[config.mk]
export PLATFORM = sky130hd
export DESIGN_NAME = axi4_reg_slice
export DESIGN_NICKNAME = d
export VERILOG_FILES = /design/src/rtl/axi4_reg_slice.sv
export SDC_FILE = /design/constraint.sdc
export NUM_CORES = 1
export LEC_CHECK = 0
export BUFFER_PORTS_ARGS = -buffer_cell sky130_fd_sc_hd__buf_2
export CAP_MARGIN = 20
export CORE_MARGIN = 2
export CORE_UTILIZATION = 35
export DETAILED_ROUTE_END_ITERATION = 8
export SETUP_SLACK_MARGIN = 0.1
export SLEW_MARGIN = 20
export SYNTH_ARGS = -nofsm -noshare
export SYNTH_HDL_FRONTEND = slang
export SYNTH_SLANG_ARGS = --single-unit
[constraint.sdc]
create_clock -name clock -period 1.6 [get_ports clock]
set_input_delay 0.08 -clock clock [delete_from_list [all_inputs] [get_ports clock]]
set_output_delay 0.08 -clock clock [all_outputs]
set_load 0.005 [all_outputs]
[src/rtl/axi4_reg_slice.sv]
// AXI4 register slice: one independently configurable slice per channel
// (AW, W, B, AR, R). Each slice is a bypass, a forward register, or a
// 2-entry skid buffer. Payloads are opaque packed vectors to the slice.

// Generic valid/ready slice used by every channel.
//   MODE 0: bypass wires, no state.
//   MODE 2: forward register; in_ready depends combinationally on out_ready.
//   MODE 1 (and any other value): 2-entry skid buffer with registered in_ready.
module axi4_reg_slice_chan #(
    parameter int PW   = 8,
    parameter int MODE = 1
) (
    input  logic          clock,
    input  logic          reset,
    input  logic          in_valid,
    output logic          in_ready,
    input  logic [PW-1:0] in_pl,
    output logic          out_valid,
    input  logic          out_ready,
    output logic [PW-1:0] out_pl
);

    if (MODE == 0) begin : g_bypass
        // No state in bypass; clock and reset are intentionally unused.
        logic unused_clk_rst;
        assign unused_clk_rst = clock ^ reset;

        assign out_valid = in_valid;
        assign out_pl    = in_pl;
        assign in_ready  = out_ready;

    end else if (MODE == 2) begin : g_forward
        logic          valid_q;
        logic [PW-1:0] pl_q;
        logic          in_fire;
        logic          out_fire;

        // Accept whenever the register is free or is being drained this cycle.
        assign in_ready  = (~valid_q | out_ready) & ~reset;
        assign out_valid = valid_q;
        assign out_pl    = pl_q;
        assign in_fire   = in_valid & in_ready;
        assign out_fire  = valid_q & out_ready;

        // Load on every accepted beat; drop valid only when drained with nothing new.
        always_ff @(posedge clock) begin
            // NOTE: the payload register is reset as well, so out_pl reads zero
            // after reset instead of whatever was in flight; it only adds reset fanout.
            if (reset) begin
                valid_q <= 1'b0;
                pl_q    <= '0;
            end else if (in_fire) begin
                valid_q <= 1'b1;
                pl_q    <= in_pl;
            end else if (out_fire) begin
                valid_q <= 1'b0;
            end
        end

    end else begin : g_skid
        typedef enum logic [1:0] {
            EMPTY = 2'd0,
            ONE   = 2'd1,
            FULL  = 2'd2
        } state_t;

        state_t        state_q;
        state_t        state_d;
        logic          ready_q;
        logic [PW-1:0] main_q;
        logic [PW-1:0] skid_q;
        logic          load_main_in;
        logic          load_main_skid;
        logic          load_skid;
        logic          in_fire;
        logic          out_fire;

        // in_ready comes straight from a flop (gated only by reset), so there is
        // no combinational path from out_ready or in_valid to in_ready.
        assign in_ready  = ready_q & ~reset;
        assign out_valid = (state_q != EMPTY);
        assign out_pl    = main_q;
        assign in_fire   = in_valid & in_ready;
        assign out_fire  = out_valid & out_ready;

        // Next-state and register load selection.
        always_comb begin
            // NOTE: every output of this block gets a default before the case,
            // and blocking '=' is used here, so no latch can be inferred.
            state_d        = state_q;
            load_main_in   = 1'b0;
            load_main_skid = 1'b0;
            load_skid      = 1'b0;
            case (state_q)
                EMPTY: begin
                    if (in_fire) begin
                        state_d      = ONE;
                        load_main_in = 1'b1;
                    end
                end
                ONE: begin
                    if (in_fire && !out_fire) begin
                        state_d   = FULL;
                        load_skid = 1'b1;
                    end else if (out_fire && !in_fire) begin
                        state_d = EMPTY;
                    end else if (in_fire && out_fire) begin
                        load_main_in = 1'b1;
                    end
                end
                FULL: begin
                    // in_ready is low here, so only the drain side can move.
                    if (out_fire) begin
                        state_d        = ONE;
                        load_main_skid = 1'b1;
                    end
                end
                default: state_d = EMPTY;
            endcase
        end

        // State register plus the registered copy of "not full" that drives in_ready.
        always_ff @(posedge clock) begin
            // NOTE: sequential state is written with non-blocking '<=' only.
            if (reset) begin
                state_q <= EMPTY;
                ready_q <= 1'b1;
            end else begin
                state_q <= state_d;
                ready_q <= (state_d != FULL);
            end
        end

        // Main and skid payload registers.
        always_ff @(posedge clock) begin
            if (reset) begin
                main_q <= '0;
                skid_q <= '0;
            end else begin
                if (load_main_in) begin
                    main_q <= in_pl;
                end else if (load_main_skid) begin
                    main_q <= skid_q;
                end
                if (load_skid) begin
                    skid_q <= in_pl;
                end
            end
        end
    end

endmodule

// Top: five independent channel slices. AW/W/AR flow s_ -> m_, B/R flow m_ -> s_.
module axi4_reg_slice #(
    parameter int ADDR_W  = 32,
    parameter int DATA_W  = 32,
    parameter int ID_W    = 4,
    parameter int AW_MODE = 1,
    parameter int W_MODE  = 1,
    parameter int B_MODE  = 1,
    parameter int AR_MODE = 1,
    parameter int R_MODE  = 1,
    localparam int AW_PW  = ID_W + ADDR_W + 13,
    localparam int AR_PW  = ID_W + ADDR_W + 13,
    localparam int W_PW   = DATA_W + DATA_W / 8 + 1,
    localparam int B_PW   = ID_W + 2,
    localparam int R_PW   = ID_W + DATA_W + 3
) (
    input  logic             clock,
    input  logic             reset,

    input  logic             s_awvalid,
    output logic             s_awready,
    input  logic [AW_PW-1:0] s_awpl,
    output logic             m_awvalid,
    input  logic             m_awready,
    output logic [AW_PW-1:0] m_awpl,

    input  logic             s_wvalid,
    output logic             s_wready,
    input  logic [W_PW-1:0]  s_wpl,
    output logic             m_wvalid,
    input  logic             m_wready,
    output logic [W_PW-1:0]  m_wpl,

    output logic             s_bvalid,
    input  logic             s_bready,
    output logic [B_PW-1:0]  s_bpl,
    input  logic             m_bvalid,
    output logic             m_bready,
    input  logic [B_PW-1:0]  m_bpl,

    input  logic             s_arvalid,
    output logic             s_arready,
    input  logic [AR_PW-1:0] s_arpl,
    output logic             m_arvalid,
    input  logic             m_arready,
    output logic [AR_PW-1:0] m_arpl,

    output logic             s_rvalid,
    input  logic             s_rready,
    output logic [R_PW-1:0]  s_rpl,
    input  logic             m_rvalid,
    output logic             m_rready,
    input  logic [R_PW-1:0]  m_rpl
);

    axi4_reg_slice_chan #(.PW(AW_PW), .MODE(AW_MODE)) u_aw (
        .clock     (clock),
        .reset     (reset),
        .in_valid  (s_awvalid),
        .in_ready  (s_awready),
        .in_pl     (s_awpl),
        .out_valid (m_awvalid),
        .out_ready (m_awready),
        .out_pl    (m_awpl)
    );

    axi4_reg_slice_chan #(.PW(W_PW), .MODE(W_MODE)) u_w (
        .clock     (clock),
        .reset     (reset),
        .in_valid  (s_wvalid),
        .in_ready  (s_wready),
        .in_pl     (s_wpl),
        .out_valid (m_wvalid),
        .out_ready (m_wready),
        .out_pl    (m_wpl)
    );

    axi4_reg_slice_chan #(.PW(B_PW), .MODE(B_MODE)) u_b (
        .clock     (clock),
        .reset     (reset),
        .in_valid  (m_bvalid),
        .in_ready  (m_bready),
        .in_pl     (m_bpl),
        .out_valid (s_bvalid),
        .out_ready (s_bready),
        .out_pl    (s_bpl)
    );

    axi4_reg_slice_chan #(.PW(AR_PW), .MODE(AR_MODE)) u_ar (
        .clock     (clock),
        .reset     (reset),
        .in_valid  (s_arvalid),
        .in_ready  (s_arready),
        .in_pl     (s_arpl),
        .out_valid (m_arvalid),
        .out_ready (m_arready),
        .out_pl    (m_arpl)
    );

    axi4_reg_slice_chan #(.PW(R_PW), .MODE(R_MODE)) u_r (
        .clock     (clock),
        .reset     (reset),
        .in_valid  (m_rvalid),
        .in_ready  (m_rready),
        .in_pl     (m_rpl),
        .out_valid (s_rvalid),
        .out_ready (s_rready),
        .out_pl    (s_rpl)
    );

endmodule

# After elaboration in Yosys (flattened, before gate mapping)
# Cells that the tools add are included.
[op_classes]
eq_ne = 15
n_bitwise = 16
muxes = 80
reduce_logical = 40
[op_table]
columns = ["operator", "n"]
rows = [
  ["$mux 49", 4],
  ["$mux 39", 2],
  ["$mux 37", 2],
  ["$mux 1", 40],
  ["$mux 2", 20],
  ["$pmux 2 s3", 5],
  ["$reduce_bool 2->1", 10],
  ["$and 1x1->1", 15],
  ["$logic_and 1x1->1", 15],
  ["$mux 6", 2],
  ["$eq 2x1->1 const B", 5],
  ["$eq 2x2->1 const B", 5],
  ["$logic_not 1->1", 10],
  ["$logic_not 2->1", 5],
  ["$ne 2x2->1 const B", 5],
  ["$pmux 1 s2", 5],
  ["$not 1->1", 1],
]
[totals]
in_bits = 192
output_inout_bits = 190
elab_cells = 171
reg_bits = 375

# Depth between registers and ports, before layout
# Gate-level depths: netlist of run 1.
[logic_depth]
ltp_word = 9
mapped_depth = 7
ltp_nobuf = 4

# Modules after synthesis
# A second synthesis of run 1 with hierarchy kept.
[unflattened]
cells_unflattened = 1866
hier_area_um2 = 15145.8
[by_module_without_submodules]
columns = ["mod", "area_per_inst_um2", "seq_area_each_um2", "instances", "cells_each"]
rows = [
  ["axi4_reg_slice_chan (u_ar ...)", 4070.2, 2021.9, 2, 506],
  ["axi4_reg_slice_chan (u_r)", 3301.9, 1621.6, 1, 407],
  ["axi4_reg_slice_chan (u_w)", 3015.4, 1541.5, 1, 385],
  ["axi4_reg_slice_chan (u_b)", 688.2, 300.3, 1, 62],
]

# Least setup slack after synthesis of run 1
# OpenSTA, ideal clock, no wires.
[synth_timing]
path_kind = "register to register"
start = "reg u_aw.g_skid.state_q[1]"
end = "reg u_aw.g_skid.main_q[10], in the netlist u_aw.out_pl[10]"
t_required_ns = 1.511
t_arrival_ns = 1.530
slack_ns = -0.019
setup_time_ns = 0.089
path_stages_with_launch = 7
period_less_slack_ns = 1.619
path_buffers = 4
path_cell_list = "dfxtp_1 > buf_2 > or4b_1 > clkbuf_1 > buf_6 > buf_6 > a311oi_2"
[synth_via]
elab_chain_cells = 8
elab_cells_between_ends = 17
classes_between = "eq/ne (2); mux (7); bitwise (1); reduce/logical (7)"
[synth_lines]
columns = ["item", "line_no", "source"]
rows = [
  ["from (decl)", "67", "state_t state_q;"],
  ["from (signal assigned)", "129", "state_q <= state_d;"],
  ["$reduce_bool 2->1", "81", "assign out_valid = (state_q != EMPTY);"],
  ["$and 1x1->1", "84", "assign out_fire = out_valid & out_ready;"],
  ["$logic_and 1x1->1", "107", "end else if (in_fire && out_fire) begin"],
  ["$mux 1", "107", ""],
  ["$mux 1", "105", "end else if (out_fire && !in_fire) begin"],
  ["$mux 1", "102", "if (in_fire && !out_fire) begin"],
  ["$pmux 1 s2", "94", "case (state_q)"],
  ["$mux 49 / $reduce_bool 2->1 (equally long branches)", "-", ""],
  ["to (signal assigned)", "141", "main_q <= in_pl;"],
  ["to (signal assigned)", "143", "main_q <= skid_q;"],
  ["to (decl)", "70", "logic [PW-1:0] main_q;"],
]
# Several ways; a longest one is shown, not always the timed one.
# A chain may end at the register's enable or synchronous reset.

# Worst setup path after layout of run 1
[layout_timing]
start = "reg u_w.g_skid.state_q[0]"
end = "reg u_w.g_skid.main_q[24], in the netlist u_w.out_pl[24]"
[layout_via]
elab_chain_cells = 8
elab_cells_between_ends = 17
classes_between = "eq/ne (2); mux (7); bitwise (1); reduce/logical (7)"
[layout_lines]
columns = ["item", "line_no"]
rows = [
  ["from (decl)", "67"],
  ["from (signal assigned)", "129"],
  ["$reduce_bool 2->1", "81"],
  ["$and 1x1->1", "84"],
  ["$logic_and 1x1->1", "107"],
  ["$mux 1", "107"],
  ["$mux 1", "105"],
  ["$mux 1", "102"],
  ["$pmux 1 s2", "94"],
  ["$mux 37 / $reduce_bool 2->1 (equally long branches)", "-"],
  ["to (signal assigned)", "141"],
  ["to (signal assigned)", "143"],
  ["to (decl)", "70"],
]
# Several ways; a longest one is shown, not always the timed one.

==> metrics.txt, run 1 <==
fill cell count=3583; CTS tree=yes; Synth cell types=31; Mapped Nets=2057; Synth Instances=1865; worst path cell trace=nand2b_4 -> or4b_4 -> buf_4 -> buf_16 -> a311oi_1; dpl hpwl=27.1 mm; compound-cell area share of the yosys netlist=17.9%; initial antenna violation count=0; Post-Synthesis Cell Area=0.0147 mm^2; Avg Cell Area, Syn=7.89 um^2; Reg area=0.00752 mm^2; Final WS setup=-95.1 ps; via count=15600; min cycle time layout=1700 ps; Peak VDD IR=0.847 mV; r2r setup slk=-100 ps; RD Place Congestion=0.814; synth warn=0; drt initial violations=1241; adder-cell share of the synthesized area=0%; Logic pwr share=12.9%; CP endpoint kind=flip-flop; Residual DRC=0; DIE WIDTH=209 um; Slowest cell on crit path=or4b_4; clk_lat worst skew=560 ps; clk buf depth=3; RSZ-0062 raised after global routing=yes; fraction of registers with async set/reset=0%; Final Setup Violations=24; ratio of final minimum period to clock period=106%; Multi-input gate area=0.00785 mm^2; Post-Synth XOR/XNOR Area=0.238%; Rows=75; drt via density=5.22; CP max stage delay=530 ps; area share of the largest cell type after synthesis=51.0%; Crit Path Max Fanout=9; GR Overflow Total=0; root buffer cell=clkbuf_16; failing checks=setup timing; post-synth top area cell=dfxtp_1; largest family of logic cells by synthesized area=simple AND/OR/NAND/NOR gates; PwrDens=995 mW/mm^2; Rel. slew slack=32.5%; Die ar.=0.0437 mm^2; Post-synth top flop=dfxtp_1; input/output buffers=381; Clock Skews=13.4 ps; Post-synth EDFFs=0; DR pass1 iterations=5; top post-synthesis cells by area=dfxtp_1 (51%), nand2_1 (18%), a311oi_1 (9.2%); DR WL/cell=17.6 um; I/O pin count=382; Sw Pwr=0.00581 W; area grow syn2layout=56.9%; Seq cells post-synth=375; Static Leak=8.98 nW; max-capacitance violation count=0; Total Wirelength=52.6 mm; clk slew on worst S/H paths=60 ps; ANT nets after route=0; core region area=0.0417 mm^2; Die Ht=209 um; Seq/Total Area, Yosys=51.0%; CP arrival=2140 ps; most frequent cell after synthesis=nand2_1; post-synthesis mux area share=0.885%; Commonest cells post-synth=nand2_1 (704), dfxtp_1 (375), nor2_1 (197), a21oi_1 (174), a311oi_1 (154); CTS buffer count=43; ratio of cells with drive above 1 in the final layout=33.9%; WS Path Type=reg2reg; worst-margin pin slew=1010 ps; Int Pwr=0.0172 W; Placed Instance Area=0.0173 mm^2; vias in the first global route=14500; H-Tree Depth=2; global-route wire length before repair=74.1 mm; Hold Path Class=in2reg; maximum clock frequency=590 MHz; Synth Area in Simple Gates=25.3%; GRT Total Usage=20.5%; final hold vios=0; outcome=finished with violations; largest net degree at the start of global routing=205; Startpoint Class=flip-flop; post-route cell area=0.0231 mm^2; pre-CTS setup slack=-127 ps; Sw Share=25.3%; Power Total=0.0230 W; initial core utilization=35.3%; CP required=2050 ps; Max Slew Vio Count=0; Num Clock Sinks=375; sequential share of power=43.6%; diode count=0; # nets final=2607; power share of the clock group=43.5%
==> state kept, by name, indices dropped and copies added (netlist names) <==
signal and count:
u_w.out_pl 37, u_b.g_skid.ready_q 1, u_w.g_skid.ready_q 1, u_aw.out_pl 49, u_b.out_pl 6, u_r.g_skid.skid_q 39, u_b.g_skid.state_q 2, u_r.g_skid.ready_q 1
u_aw.g_skid.state_q 2, u_aw.g_skid.skid_q 49, u_r.out_pl 39, u_w.g_skid.skid_q 37, u_ar.g_skid.ready_q 1, u_ar.g_skid.state_q 2, u_ar.out_pl 49, u_ar.g_skid.skid_q 49
u_b.g_skid.skid_q 6, u_r.g_skid.state_q 2, u_w.g_skid.state_q 2, u_aw.g_skid.ready_q 1
==> power groups by stage <==
stage	clock network, W	logic [W]	registers (W)
after CTS	0.0102	0.00254	0.0100
final	0.00999	0.00296	0.0100
after floorplan	0	0.000944	0.0102
after global routing	0.0105	0.00317	0.0101
after detailed placement	0	0.00196	0.0102
after global placement	0	0.00192	0.0102
==> critical path: cells and delay by family, from the launching register on <==
kind	cells	cell delay, ps
and+or+nand+nor	2	610
AOI/OAI and AO/OA	1	290
buffers and inverters	2	330
DFF	1	340
==> worst paths after layout <==
check / from / end / cells past startpoint
worst max-delay path: u_w.g_skid.state_q[0] / u_w.out_pl[24] / 5
worst min register to register: u_r.g_skid.skid_q[36] / u_r.g_skid.skid_q[36] / 2
worst min-delay path: reset / u_b.out_pl[3] / 3
worst max register to register: u_w.g_skid.state_q[0] / u_w.out_pl[24] / 5
==> placed cells by master, fill, tap and decap left out, types with 29 or more instances in the layout <==
| cell | netlist | final |
|---|---|---|
| a21oi_1 | 174 | 127 |
| buf_2 | 33 | 378 |
| nand2_4 | 0 | 55 |
| nor2_1 | 197 | 141 |
| nor2_4 | 0 | 38 |
| nand2_2 | 0 | 29 |
| a21oi_2 | 0 | 47 |
| a311oi_1 | 154 | 114 |
| a311oi_2 | 20 | 60 |
| buf_12 | 0 | 32 |
| dfxtp_1 | 375 | 366 |
| clkbuf_16 | 0 | 67 |
| nand2_1 | 704 | 620 |
| dlygate4sd3_1 | 0 | 187 |
==> per-layer routing <==
| layer | routed length, um | global-route usage [%] | vias up |
|---|---|---|---|
| met5 | 0 | 0 | - |
| met4 | 1970 | 9.19 | 0 |
| met3 | 3400 | 4.48 | 147 |
| met2 | 25400 | 34.2 | 565 |
| met1 | 21800 | 25.5 | 7472 |
| li1 | - | - | 7395 |
==> final cells by class <==
| class | count | share of cell area [%] |
|---|---|---|
| Multi-Input combinational cell | 1326 | 34.0 |
| Sequential cell | 375 | 32.6 |
| Timing Repair Buffer | 667 | 24.3 |
| Clock buffer | 61 | 5.39 |
| Tap cell | 539 | 2.92 |
| Clock inverter | 16 | 0.759 |
| Inverter | 2 | 0.0325 |
==> repair_timing <==
item                                    in CTS  in global routing
setup buffers                                8                  7
endpoints found under the setup margin     186                279
hold buffers                               187                  0
gates resized for setup                     85                293
hold endpoints to repair                   371                  0
pin swaps                                   22                127
gates cloned                                 8                 32
==> through the flow <==
stage	hold WS [ps]	utilization (%)	TNS [ps]	std cells
floorplan	216	-	0	1865
CTS	28.5	50.9	-191	2947
detailed placement	337	41.5	-3600	2667
finish	74.7	55.4	-358	2986
global placement	333	41.5	-1900	2667
global route	77.0	55.4	-2500	2986
==> kinds of logic after synthesis <==
kind of cell,after synthesis
AOI/OAI and AO/OA,362
xor gates and xnor gates,4
buffers and inverters,164
DFF,375
muxes,13
and+or+nand+nor,947
Note: power is estimated with default switching activity, not from simulation.
==> run 2: changes to the inputs <==
--- a/config.mk
+++ b/config.mk
@@ -5,6 +5,7 @@
 export SDC_FILE = /design/constraint.sdc
 export NUM_CORES = 1
 export LEC_CHECK = 0
+export ABC_AREA = 1
 export BUFFER_PORTS_ARGS = -buffer_cell sky130_fd_sc_hd__buf_2
 export CAP_MARGIN = 20
 export CORE_MARGIN = 2
==> metrics.txt, run 2 <==
cell family with most CP delay=buffers and inverters; Synth Area in Simple Gates=22.3% (-3.0 points); ratio of final minimum period to clock period=90.4% (-16 points); RSZ-0062 raised after global routing=yes; final hold vios=0 (unchanged); largest family of logic cells by synthesized area=simple AND/OR/NAND/NOR gates; area share of the largest cell type after synthesis=44.9% (-6.1 points); critical path depth=4 (-1); I/O pin count=382 (unchanged); Placed Cells=3177 (+19%); dpl hpwl=34.3 mm (+27%); clk slew on worst S/H paths=60 ps (about the same); Post-Synthesis Cell Area=0.0167 mm^2 (+14%); global-route wire length before repair=91.1 mm (+23%); Commonest cells post-synth=nand2_1 (394), dfxtp_1 (375), a21oi_1 (370), o21ai_0 (325), inv_1 (208); beginning of the critical path=u_aw.g_skid.state_q[0]; Placed Instance Area=0.0193 mm^2 (+11%); clk_lat worst skew=560 ps (about the same); post-synthesis mux area share=0% (-0.88 points); Slowest cell on crit path=dfxtp_2; Crit Path Max Fanout=15 (+6); commonest non-fill, non-tap cell in the layout=nand2_1; Startpoint Class=flip-flop; Final Setup Violations=0 (-100%); Post-synth top flop=dfxtp_1; fin cells=3450 (+16%); post-synth top area cell=dfxtp_1; Post-synth EDFFs=0 (unchanged); compound-cell area share of the yosys netlist=22.0% (+4.2 points); Synth Instances=2341 (+26%); top post-synthesis cells by area=dfxtp_1 (45%), a21oi_1 (11%), o21ai_0 (9.7%); Total Wirelength=58.6 mm (+11%); WS Path Type=reg2out; ANT nets after route=0 (unchanged); Hold Path Class=in2reg; initial antenna violation count=3 (+3); largest net degree at the start of global routing=189 (-7.8%); worst hold stages=5 (+2); CP max stage delay=340 ps (-190 ps); via count=18500 (+19%); Num Clock Sinks=375 (unchanged); # nets final=2999 (+15%); CP arrival=1370 ps (-770 ps); GRT Total Usage=22.1% (+1.6 points); Residual DRC=0 (unchanged); Seq/Total Area, Yosys=44.9% (-6.1 points); DR pass1 iterations=6 (+1); Die Ht=223 um (+6.5%); min cycle time layout=1450 ps (-248 ps); maximum clock frequency=691 MHz (+17%); worst path cell trace=inv_2 -> buf_12 -> nand2_1 -> buf_2; CP required=1520 ps (-530 ps); CTS buffer count=43 (unchanged); DR WL/cell=17.0 um (-3.6%); Rows=80 (+6.7%); Seq cells post-synth=375 (unchanged); GR Overflow Total=0 (unchanged); Mapped Nets=2533 (+23%); Peak VDD IR=0.618 mV (-27%); root buffer cell=clkbuf_16; clk buf depth=3 (unchanged); Die ar.=0.0495 mm^2 (+13%); fraction of registers with async set/reset=0% (unchanged); Clock Skews=14.6 ps (+1.26 ps); drt via density=5.37 (+3.0%); Setup TNS=0 ps (+358 ps); most frequent cell after synthesis=nand2_1; post-route cell area=0.0228 mm^2 (-1.2%); Synth cell types=23 (-26%); Post-Synth XOR/XNOR Area=0% (-0.24 points); vias in the first global route=17100 (+19%); r2r setup slk=170 ps (+270 ps); area grow syn2layout=36.4%; CTS tree=yes; worst-margin pin slew=1090 ps (+81.3 ps); outcome=finished clean; core region area=0.0474 mm^2 (+14%); adder-cell share of the synthesized area=0% (unchanged); max-capacitance violation count=0 (unchanged); H-Tree Depth=2 (unchanged); RD Place Congestion=0.817 (+0.36%); DIE WIDTH=223 um (+6.5%); Avg Cell Area, Syn=7.14 um^2 (-9.5%); initial core utilization=35.2% (-0.068 points); PwrDens=994 mW/mm^2 (about the same); most frequent cells in the layout=nand2_1 (393), buf_2 (380), a21oi_1 (370), dfxtp_1 (368), o21ai_0 (325); crit path buf inv count=3 (+1); input/output buffers=381 (unchanged); ratio of cells with drive above 1 in the final layout=19.7% (-14 points); Max Slew Vio Count=0 (unchanged); worst-case reg-to-reg path depth=6 (+1); CP endpoint kind=output port; drt initial violations=1755 (+41%); worst reg2reg startpoint=u_ar.g_skid.state_q[1]; Rel. slew slack=27.1% (-5.4 points); synth warn=0 (unchanged); hold_sp=m_bvalid; Static Leak=10.1 nW (+12%)
==> run 2: changes by cell type after synthesis, moves of 13 or more <==
cell      delta
o21ai_0    +325
nand2_1    -310
inv_1      +206
a21oi_1    +196
nand3_1    +185
nor2_1     -181
nand4_1    +180
a311oi_1   -154
buf_2       +41
o21ai_1     +37
a311oi_2    -20
clkbuf_1    +16
mux2i_1     -13
==> run 2: path summary, 6_finish.rpt <==
path	end
worst min-delay path	u_b.out_pl[0]
worst max register to register	u_ar.out_pl[11]
worst max-delay path	m_awvalid
worst min register to register	u_ar.out_pl[23]
==> run 2: final cells by class <==
cell class              instances  area, um^2
flip-flops and latches        375        7520
inverters                     216         818
diodes                          3        7.51
repair buffers                649        4880
well taps                     615         769
clock buffers                  65        1290
fillers                      4615       24600
clock inverters                 5        81.3
multi-input cells            1522        7440
==> run 2: where the power goes <==
part	switching [W]	internal [W]	total, W
logic	0.00164	0.00129	0.00293
registers	0.000230	0.00974	0.00997
clock network	0.00394	0.00584	0.00978
==> run 2: logic make-up after synthesis <==
family,after synthesis
AND/OR/NAND/NOR,787
flip-flops,375
AO/OA/AOI/OAI,735
buffers and inverters,444
==> run 2: timing repair <==
item                                    4_1_cts  5_1_grt
hold endpoints to repair                    369        0
setup buffers                                 2        7
pin swaps                                     0        2
hold buffers                                185        0
endpoints found under the setup margin       36      176
cloned                                        1        5
resized for setup                            10       19
==> run 2: through the flow <==
| stage | hold WS (ps) | total power [W] | setup WS [ps] | utilization [%] |
|---|---|---|---|---|
| after floorplan | 228 | 0.0115 | 213 | - |
| after global placement | 334 | 0.0126 | 65.5 | 40.6 |
| after global routing | 56.2 | 0.0236 | 52.3 | 48.0 |
| after CTS | 0.635 | 0.0228 | 95.8 | 47.5 |
| final | 44.3 | 0.0227 | 153 | 48.1 |
| after detailed placement | 344 | 0.0126 | 42.9 | 40.6 |
==> run 2: routing by layer <==
metal | track usage, % | vias up | part of all wire [%] | routed length (um)
met5 | 0 | - | 0.043 | 25
met2 | 35.8 | 748 | 47 | 27300
met4 | 7.43 | 4 | 2.3 | 1320
li1 | - | 8908 | - | -
met3 | 4.03 | 102 | 7.4 | 4340
met1 | 29.7 | 8772 | 44 | 25600
==> run 2: worst min-delay path: stages <==
cell     delay [ps]
buf_2           100
nand3_2         150
o21ai_0         110
nand2_1          60
a21oi_1          50
